[src/rtl/operand_fetch_stage.sv]
// Decode/operand fetch into ID/EX: R15 resolves to PC+8, EX/MEM forwarding, load-use bubble.
// One cycle latency. A low ex_ready holds ID/EX and deasserts if_ready. Flush always consumes and drops.
module operand_fetch_stage (
    input  logic        clk,
    input  logic        Reset,
    input  logic        if_valid,
    input  logic [31:0] if_ir,
    input  logic [31:0] if_pc,
    output logic        if_ready,
    output logic [3:0]  ra,
    output logic [3:0]  rb,
    input  logic [31:0] rf_a,
    input  logic [31:0] rf_b,
    input  logic        ex_wr_en,
    input  logic        ex_is_load,
    input  logic [3:0]  ex_rd,
    input  logic [31:0] ex_result,
    input  logic        mem_wr_en,
    input  logic [3:0]  mem_rd,
    input  logic [31:0] mem_result,
    input  logic        flush,
    input  logic        ex_ready,
    output logic        id_valid,
    output logic [31:0] id_ir,
    output logic [31:0] id_pc,
    output logic [31:0] id_opa,
    output logic [31:0] id_opb,
    output logic [3:0]  id_rd,
    output logic        id_wr_en,
    output logic        id_is_load,
    output logic [15:0] stall_cnt
);

    logic [1:0]  w_class;
    logic [3:0]  w_op;
    logic        w_use_a;
    logic        w_use_b;
    logic        w_wr_en;
    logic        w_is_load;
    logic        w_ex_fwd;
    logic        w_hazard;
    logic [31:0] w_pc8;
    logic [31:0] w_opa;
    logic [31:0] w_opb;

    logic        r_id_valid;
    logic [31:0] r_id_ir;
    logic [31:0] r_id_pc;
    logic [31:0] r_id_opa;
    logic [31:0] r_id_opb;
    logic [3:0]  r_id_rd;
    logic        r_id_wr_en;
    logic        r_id_is_load;
    logic [15:0] r_stall_cnt;

    // A load in EX has no data yet, so only non-load EX results are forwardable.
    function automatic logic [31:0] resolve(
        input logic [3:0]  idx,
        input logic [31:0] rf_dat,
        input logic [31:0] pc8,
        input logic        ex_fwd,
        input logic [3:0]  ex_dst,
        input logic [31:0] ex_dat,
        input logic        mem_fwd,
        input logic [3:0]  mem_dst,
        input logic [31:0] mem_dat
    );
        if (idx == 4'd15)
            return pc8;
        else if (ex_fwd && ex_dst == idx)
            return ex_dat;
        else if (mem_fwd && mem_dst == idx)
            return mem_dat;
        else
            return rf_dat;
    endfunction

    assign w_class   = if_ir[27:26];
    assign w_op      = if_ir[24:21];
    assign ra        = if_ir[19:16];
    assign rb        = if_ir[3:0];
    assign w_use_a   = (w_class != 2'b10);
    assign w_use_b   = ((w_class == 2'b00) && !if_ir[25]) || ((w_class == 2'b01) && if_ir[25]);
    assign w_wr_en   = ((w_class == 2'b00) && ((w_op < 4'b1000) || (w_op > 4'b1011)))
                     || ((w_class == 2'b01) && if_ir[20]);
    assign w_is_load = (w_class == 2'b01) && if_ir[20];
    assign w_pc8     = if_pc + 32'd8;
    assign w_ex_fwd  = ex_wr_en && !ex_is_load;

    assign w_opa = resolve(ra, rf_a, w_pc8, w_ex_fwd, ex_rd, ex_result, mem_wr_en, mem_rd, mem_result);
    assign w_opb = resolve(rb, rf_b, w_pc8, w_ex_fwd, ex_rd, ex_result, mem_wr_en, mem_rd, mem_result);

    assign w_hazard = if_valid && ex_wr_en && ex_is_load
                    && ((w_use_a && (ex_rd == ra) && (ra != 4'd15))
                     || (w_use_b && (ex_rd == rb) && (rb != 4'd15)));

    assign if_ready = flush || (ex_ready && !w_hazard);

    always_ff @(posedge clk or posedge Reset) begin
        if (Reset) begin
            r_id_valid   <= 1'b0;
            r_id_ir      <= 32'd0;
            r_id_pc      <= 32'd0;
            r_id_opa     <= 32'd0;
            r_id_opb     <= 32'd0;
            r_id_rd      <= 4'd0;
            r_id_wr_en   <= 1'b0;
            r_id_is_load <= 1'b0;
        end else if (flush) begin
            r_id_valid <= 1'b0;
        end else if (ex_ready) begin
            if (w_hazard) begin
                r_id_valid <= 1'b0;
            end else begin
                r_id_valid   <= if_valid;
                r_id_ir      <= if_ir;
                r_id_pc      <= if_pc;
                r_id_opa     <= w_opa;
                r_id_opb     <= w_opb;
                r_id_rd      <= if_ir[15:12];
                r_id_wr_en   <= w_wr_en;
                r_id_is_load <= w_is_load;
            end
        end
    end

    always_ff @(posedge clk or posedge Reset) begin
        if (Reset)
            r_stall_cnt <= 16'd0;
        else if (w_hazard && ex_ready && !flush && (r_stall_cnt != 16'hFFFF))
            r_stall_cnt <= r_stall_cnt + 16'd1;
    end

    assign id_valid   = r_id_valid;
    assign id_ir      = r_id_ir;
    assign id_pc      = r_id_pc;
    assign id_opa     = r_id_opa;
    assign id_opb     = r_id_opb;
    assign id_rd      = r_id_rd;
    assign id_wr_en   = r_id_wr_en;
    assign id_is_load = r_id_is_load;
    assign stall_cnt  = r_stall_cnt;

endmodule

[config.mk]
export PLATFORM = sky130hd
export DESIGN_NAME = operand_fetch_stage
export DESIGN_NICKNAME = d
export VERILOG_FILES = /design/src/rtl/operand_fetch_stage.sv
export SDC_FILE = /design/constraint.sdc
export NUM_CORES = 1
export LEC_CHECK = 0
export BUFFER_PORTS_ARGS = -buffer_cell sky130_fd_sc_hd__buf_4
export CORE_AREA = 2 2 142 144
export DETAILED_ROUTE_END_ITERATION = 8
export DIE_AREA = 0 0 144 146
export PLACE_DENSITY_LB_ADDON = 0.08
export SETUP_SLACK_MARGIN = 0.3
export SLEW_MARGIN = 5
export SYNTH_ARGS = -nofsm -noshare
export SYNTH_HDL_FRONTEND = slang
export SYNTH_SLANG_ARGS = --single-unit
export TNS_END_PERCENT = 10
[constraint.sdc]
create_clock -name clk -period 5.84 [get_ports clk]
set_clock_uncertainty 0.05 [all_clocks]
set_input_delay 0.292 -clock clk [delete_from_list [all_inputs] [get_ports clk]]
set_output_delay 0.292 -clock clk [all_outputs]
set_load 0.05 [all_outputs]
==> impl_metrics.py, run 1 <==
metrics = {
    "synth": {
        "synth_nets": 1215,
        "syn_area_sq_um": 8218,
        "async_reset_ff_frac": 1.000,
        "avgSynthCellArea_sq_um": 8.177,
        "synth-edff-count": 0,
        "syn_inst": 1005,
        "ys_types": 44,
        "ys_seq_area_frac": 0.4476,
        "synth_ff_type": "dfrtp_1",
        "yosysWarnings": 0,
        "synth-seq-cells": 147,
    },
    "power_and_ir_drop": {
        "seq_power_share": 0.346,
        "swShare": 0.3826,
        "p_sw_w": 0.001357,
        "clockPowerShare": 0.316,
        "p_comb_frac": 0.338,
        "power.internal_w": 0.002190,
        "powerDensity_nw_per_um2": 301.9,
        "power_w": 0.003546,
        "ir_worst_vdd_mv": 0.2034,
        "power.static_leakage_nw": 5.760,
    },
    "placed_design": {
        "dp_hpwl_um": 21220,
        "portBuffers": 367,
        "gp_congestion": 0.8378,
        "preCtsSetupSlack_ns": 2.743,
    },
    "global_route": {
        "grt_pass1_wl_um": 46700,
        "overflow": 0,
        "antenna_found_initial": 1,
        "track_usage": 0.2877,
        "grt_pass1_vias": 8458,
        "grt_max_degree": 88,
    },
    "setup_path": {
        "crit_top_cell": "buf_4",
        "startpoint": "if_ir[17]",
        "crit_type": "in2reg",
        "crit_path_end_kind": "register",
        "cp_slowest_cell": "buf_4",
        "cp.buffers_inverters": 2,
        "path_max_fanout": 53,
        "cp_top_family": "simple AND/OR/NAND/NOR gates",
        "slowest_delay_ns": 0.56,
        "crit_required_ns": 6.10,
        "r2r_start": "stall_cnt[0]$_DFFE_PP0P_",
        "crit_arrival_ns": 2.89,
        "cp-start-kind": "input pin",
        "cp_cell_sequence": "buf_4 > xor2_1 > nor4_1 > and3_4 > or3_4 > buf_4 > a2111oi_0 > a211o_1",
    },
    "finish": {
        "fin_util": 0.6076,
        "mostFrequentLayoutCells": "376 x buf_4, 323 x nand2_1, 147 x dfrtp_1, 65 x o21ai_0, 61 x a21oi_1",
        "drive_gt1_frac": 0.3257,
        "syn_to_final_growth_pct": 42.97,
        "nets": 1542,
        "final_common_cell": "buf_4",
    },
    "detailed_routing": {
        "drt_first_pass_iters": 5,
        "drt_iter0_markers": 622,
        "num_vias": 8694,
        "drc_errors": 0,
        "wirelength_um": 30580,
        "detail-route-antenna-nets": 0,
        "wl_per_cell_um": 18.98,
        "viasPerCell": 5.397,
    },
    "clock_tree": {
        "clkTransAtPathRegs_ns": 0.06,
        "cts_sinks": 147,
        "cts_buffers": 17,
        "cts-root-buf": "clkbuf_16",
        "clk_path_buf_depth": 2,
        "htree_num_levels": 4,
        "insertion_delay_ns": 0.43,
        "cts_tree": "built",
        "ctsResizeCount": 0,
    },
    "floorplanning": {
        "core_sq_um": 19330,
        "dieArea_sq_um": 21020,
        "rows": 51,
        "io_pins": 368,
        "fp.dieW_um": 144,
        "start_util": 0.4250,
        "die_height_um": 146,
    },
    "worst_hold_path": {
        "hold_start": "if_ir[4]",
        "hold_class": "in2reg",
    },
    "timing": {
        "setup_viol": 0,
        "slew_viol_final": 0,
        "min_period_ns": 2.632,
        "finalHoldViolCount": 0,
        "tightest_slew_ns": 1.220,
        "max-slew-margin-rel": 0.1840,
        "tns_ns": 0,
        "worst_slack_ns": 3.208,
        "rsz0062_at_grt": "no",
        "fmax_mhz": 379.9,
        "fin_crit_sh": 0.4507,
    },
    "flow_run": {
        "max_cap_viol_count": 0,
    },
    "outcome": {
        "outcome": "finished, final reports clean",
    },
}
per-stage QoR:
step | hold WS [ns] | std cells | instance area (sq um)
6_report | 0.01491 | 1611 | 11750
4_1_cts | 0.0007996 | 1610 | 11750
2_1_floorplan | 0.3051 | 1005 | 8218
3_3_place_gp | 0.4101 | 1564 | 11010
3_5_place_dp | 0.4133 | 1564 | 11010
5_1_grt | 0.01485 | 1611 | 11750
flip-flops by register name, summed over array words and instances (netlist names):
register and flops:
id_is_load 1, id_wr_en 1, id_opa 32, id_opb 32, id_valid 1, id_pc 32
stall_cnt 16, id_ir 32
power groups by stage:
stage	registers, W	logic (W)	clock network (W)
floorplan	0.00169	0.000290	0
global placement	0.00124	0.00119	0
detailed placement	0.00124	0.00120	0
CTS	0.00123	0.00120	0.00114
global route	0.00124	0.00126	0.00118
finish	0.00123	0.00120	0.00112
logic make-up (layout without fill, tap and decap cells):
group	Yosys count	count (layout)	share of synthesized area
AOI/OAI and AO/OA	233	233	0.1856
xor gates and xnor gates	53	53	0.05649
adders and majority gates	2	2	0.003045
buffers and inverters	90	430	0.05268
DFF	147	147	0.4476
muxes	4	4	0.005177
other	0	1	0
and+or+nand+nor	476	476	0.2494
repair_timing:
item	in CTS	in global routing
hold buffers	14	0
setup buffers	0	0
endpoints found under the hold margin	17	0
worst register-to-register path: stages (launching register included):
cell     delay [ns]
dfrtp_1        0.42
ha_1           0.24
and3_1         0.24
nand4_1        0.15
o211a_1        0.49
mux2_2         0.39
cell type report:
type,count,area (sq um)
antenna,1,2.502
timing repair buffer,390,2963
multi-input combinational,768,4138
fill,1791,7586
clock inverter,15,175.2
sequential,147,3679
tap,265,331.6
clock buffer,17,425.4
inverter,8,35.03
metal layers:
metal / vias to the layer above / part of all wire / track usage
li1: 4116 / - / -
met1: 4131 / 0.40 / 0.3658
met2: 392 / 0.48 / 0.4795
met3: 55 / 0.084 / 0.05791
met4: 0 / 0.032 / 0.1123
met5: - / 0 / 0
synthesized netlist by cell type (2+ instances only):
cell type | count | share of area
a2111oi_0 | 3 | 0.0032
a211o_1 | 10 | 0.011
a21oi_1 | 61 | 0.037
a31o_2 | 2 | 0.0021
a31oi_1 | 30 | 0.023
and2_0 | 6 | 0.0046
and2_1 | 4 | 0.0030
and3_1 | 14 | 0.011
and3_4 | 2 | 0.0027
and4_1 | 4 | 0.0043
buf_1 | 4 | 0.0018
buf_2 | 25 | 0.015
buf_4 | 13 | 0.012
buf_6 | 2 | 0.0027
clkbuf_1 | 38 | 0.017
dfrtp_1 | 147 | 0.45
ha_1 | 2 | 0.0030
inv_1 | 8 | 0.0037
mux2_2 | 2 | 0.0027
mux2i_1 | 2 | 0.0024
nand2_1 | 324 | 0.15
nand2b_1 | 5 | 0.0038
nand3_1 | 40 | 0.024
nand4_1 | 19 | 0.014
nor2_1 | 34 | 0.016
nor2b_1 | 4 | 0.0030
nor3_1 | 10 | 0.0061
nor4_1 | 4 | 0.0030
o211ai_1 | 3 | 0.0027
o21ai_0 | 65 | 0.040
o221a_2 | 14 | 0.019
o22a_1 | 35 | 0.037
o2bb2ai_1 | 4 | 0.0043
or3_1 | 4 | 0.0030
xnor2_1 | 24 | 0.026
xor2_1 | 29 | 0.031
worst paths after layout:
kind	endpoint	slack (ns)	cells after the start
min in group asynchronous	stall_cnt[5]$_DFFE_PP0P_	0.52	3
worst max-delay path	id_opb[5]$_DFFE_PP0P_	3.21	8
worst min-delay path	id_ir[4]$_DFFE_PP0P_	0.01	3
worst min register to register	id_pc[14]$_DFFE_PP0P_	0.43	2
worst max register to register	stall_cnt[1]$_DFFE_PP0P_	3.74	5
max in group asynchronous	id_opb[17]$_DFFE_PP0P_	3.87	4
Note: power is estimated with default switching activity, not from simulation.
==> run 2, diff against run 1 <==
==> constraint.sdc (replaced) <==
create_clock -name clk -period 2.3 [get_ports clk]
set_clock_uncertainty 0.05 [all_clocks]
set_input_delay 0.115 -clock clk [delete_from_list [all_inputs] [get_ports clk]]
set_output_delay 0.115 -clock clk [all_outputs]
set_load 0.05 [all_outputs]
==> impl_metrics.py, run 2 (same netlist as run 1, synthesis figures left out) <==
metrics = {
    "outcome": {
        "outcome": "finished, final reports clean",
    },
    "global_route": {
        "track_usage": 0.2992,
        "overflow": 0,
        "grt_pass1_vias": 8890,
        "grt_pass1_wl_um": 48540,
        "antenna_found_initial": 0,
        "grt_max_degree": 73,
    },
    "placed_design": {
        "portBuffers": 367,
        "placed_cells": 1588,
        "gp_congestion": 0.8421,
        "dp_hpwl_um": 22350,
    },
    "setup_path": {
        "cp.depth": 10,
        "cp_top_family": "buffers and inverters",
        "setup.worst_path.end": "id_opb[13]$_DFFE_PP0P_",
        "cp_slowest_cell": "dlygate4sd3_1",
        "crit_type": "in2reg",
        "cp-start-kind": "input pin",
        "r2r_slack_ns": 0.38,
        "cp.buffers_inverters": 3,
        "crit_top_cell": "buf_4",
        "path_max_fanout": 9,
        "cp_cell_sequence": "dlygate4sd3_1 > buf_4 > ha_1 > nand3_1 > nor2_1 > buf_4 > and3_1 > xnor2_2 > nor3_1 > a211o_1",
        "crit_arrival_ns": 2.23,
        "r2r_start": "stall_cnt[0]$_DFFE_PP0P_",
        "worstRegToRegCells": 6,
        "slowest_delay_ns": 0.54,
        "crit_path_end_kind": "register",
        "crit_required_ns": 2.57,
        "startpoint": "if_pc[3]",
        "rr_endpoint": "stall_cnt[1]$_DFFE_PP0P_",
    },
    "timing": {
        "rsz0062_at_grt": "yes",
        "min_period_ns": 1.959,
        "tightest_slew_ns": 0.6694,
        "finalHoldViolCount": 0,
        "max-slew-margin-rel": 0.5521,
        "fin_crit_sh": 0.8516,
        "setup_viol": 0,
        "tns_ns": 0,
        "fmax_mhz": 510.5,
        "slew_viol_final": 0,
    },
    "detailed_routing": {
        "viasPerCell": 5.373,
        "num_vias": 9085,
        "drc_errors": 0,
        "drt_first_pass_iters": 5,
        "wl_per_cell_um": 18.84,
        "detail-route-antenna-nets": 0,
        "wirelength_um": 31860,
        "drt_iter0_markers": 479,
    },
    "clock_tree": {
        "htree_num_levels": 4,
        "cts-root-buf": "clkbuf_16",
        "cts_tree": "built",
        "cts_buffers": 17,
        "insertion_delay_ns": 0.43,
        "cts_setup_buffers": 0,
        "clk_path_buf_depth": 2,
        "cts_sinks": 147,
        "clkTransAtPathRegs_ns": 0.07,
    },
    "power_and_ir_drop": {
        "ir_worst_vdd_mv": 0.5636,
        "power.static_leakage_nw": 6.182,
        "powerDensity_nw_per_um2": 724.4,
    },
    "floorplanning": {
        "dieArea_sq_um": 21020,
        "die_height_um": 146,
        "rows": 51,
        "start_util": 0.4250,
        "fp.dieW_um": 144,
        "io_pins": 368,
        "core_sq_um": 19330,
    },
    "finish": {
        "num_antenna_cells": 0,
        "mostFrequentLayoutCells": "387 x buf_4, 323 x nand2_1, 147 x dfrtp_1, 71 x dlygate4sd3_1, 65 x o21ai_0",
        "final_common_cell": "buf_4",
        "n_fill_cell": 1701,
        "fin_util": 0.6555,
        "layout.cells.non_filler": 1691,
        "drive_gt1_frac": 0.3254,
        "nets": 1623,
        "syn_to_final_growth_pct": 54.23,
    },
    "flow_run": {
        "max_cap_viol_count": 0,
    },
    "worst_hold_path": {
        "hold_class": "in2reg",
    },
}
## run 2: what timing repair did
action,in CTS,in global routing
endpoints found under the hold margin,159,0
hold buffers,71,0
resized for setup,0,2
setup endpoints to repair,0,6
## run 2: routing by layer
| metal | up-vias | share of wire | track usage |
|---|---|---|---|
| li1 | 4283 | - | - |
| met1 | 4341 | 0.40 | 0.3700 |
| met2 | 402 | 0.49 | 0.5060 |
| met3 | 59 | 0.078 | 0.07173 |
| met4 | 0 | 0.029 | 0.1093 |
| met5 | - | 0 | 0 |
## run 2: metrics by stage
stage	hold slack (ns)	area [sq um]	total power, W	worst slack, ns
4_1_cts	0.00009293	12660	0.009237	0.3288
2_1_floorplan	0.1281	8222	0.005038	0.1406
5_1_grt	0.01719	12670	0.009534	0.2793
6_report	0.01312	12670	0.009182	0.3412
3_3_place_gp	0.05586	11350	0.006224	0.1444
3_5_place_dp	0.05411	11350	0.006249	0.09005
## run 2: how the worst min path moves through the flow
stage / startpoint / end / slack [ns] / cells past startpoint
after CTS: ex_result[31] / id_opb[31]$_DFFE_PP0P_ / 0.00009 / 3
after detailed placement: Reset / id_ir[10]$_DFFE_PP0P_ / 0.05 / 2
after global routing: ex_result[31] / id_opb[31]$_DFFE_PP0P_ / 0.02 / 3
after global placement: Reset / id_ir[10]$_DFFE_PP0P_ / 0.06 / 2
after floorplan: flush / id_valid$_DFFE_PP0P_ / 0.13 / 1
final: ex_result[31] / id_opb[31]$_DFFE_PP0P_ / 0.01 / 3
## run 2: power by group
part | switching, W | internal (W)
Sequential | 0.000199 | 0.00291
Clock | 0.00122 | 0.00166
Combinational | 0.00207 | 0.00112
## run 2: layout make-up
class	count	area (sq um)	area share
multi-input cells	768	4150	0.3274
repair buffers	471	3876	0.3058
flip-flops and latches	147	3679	0.2902
well taps	265	331.6	0.02616
inverters	8	33.78	0.002665
clock buffers	18	439.2	0.03465
clock inverters	14	165.2	0.01303
## run 2: tightest hold or removal path: stages
cell and delay (ns):
buf_4 0.11, o2bb2ai_1 0.15, a211oi_1 0.07
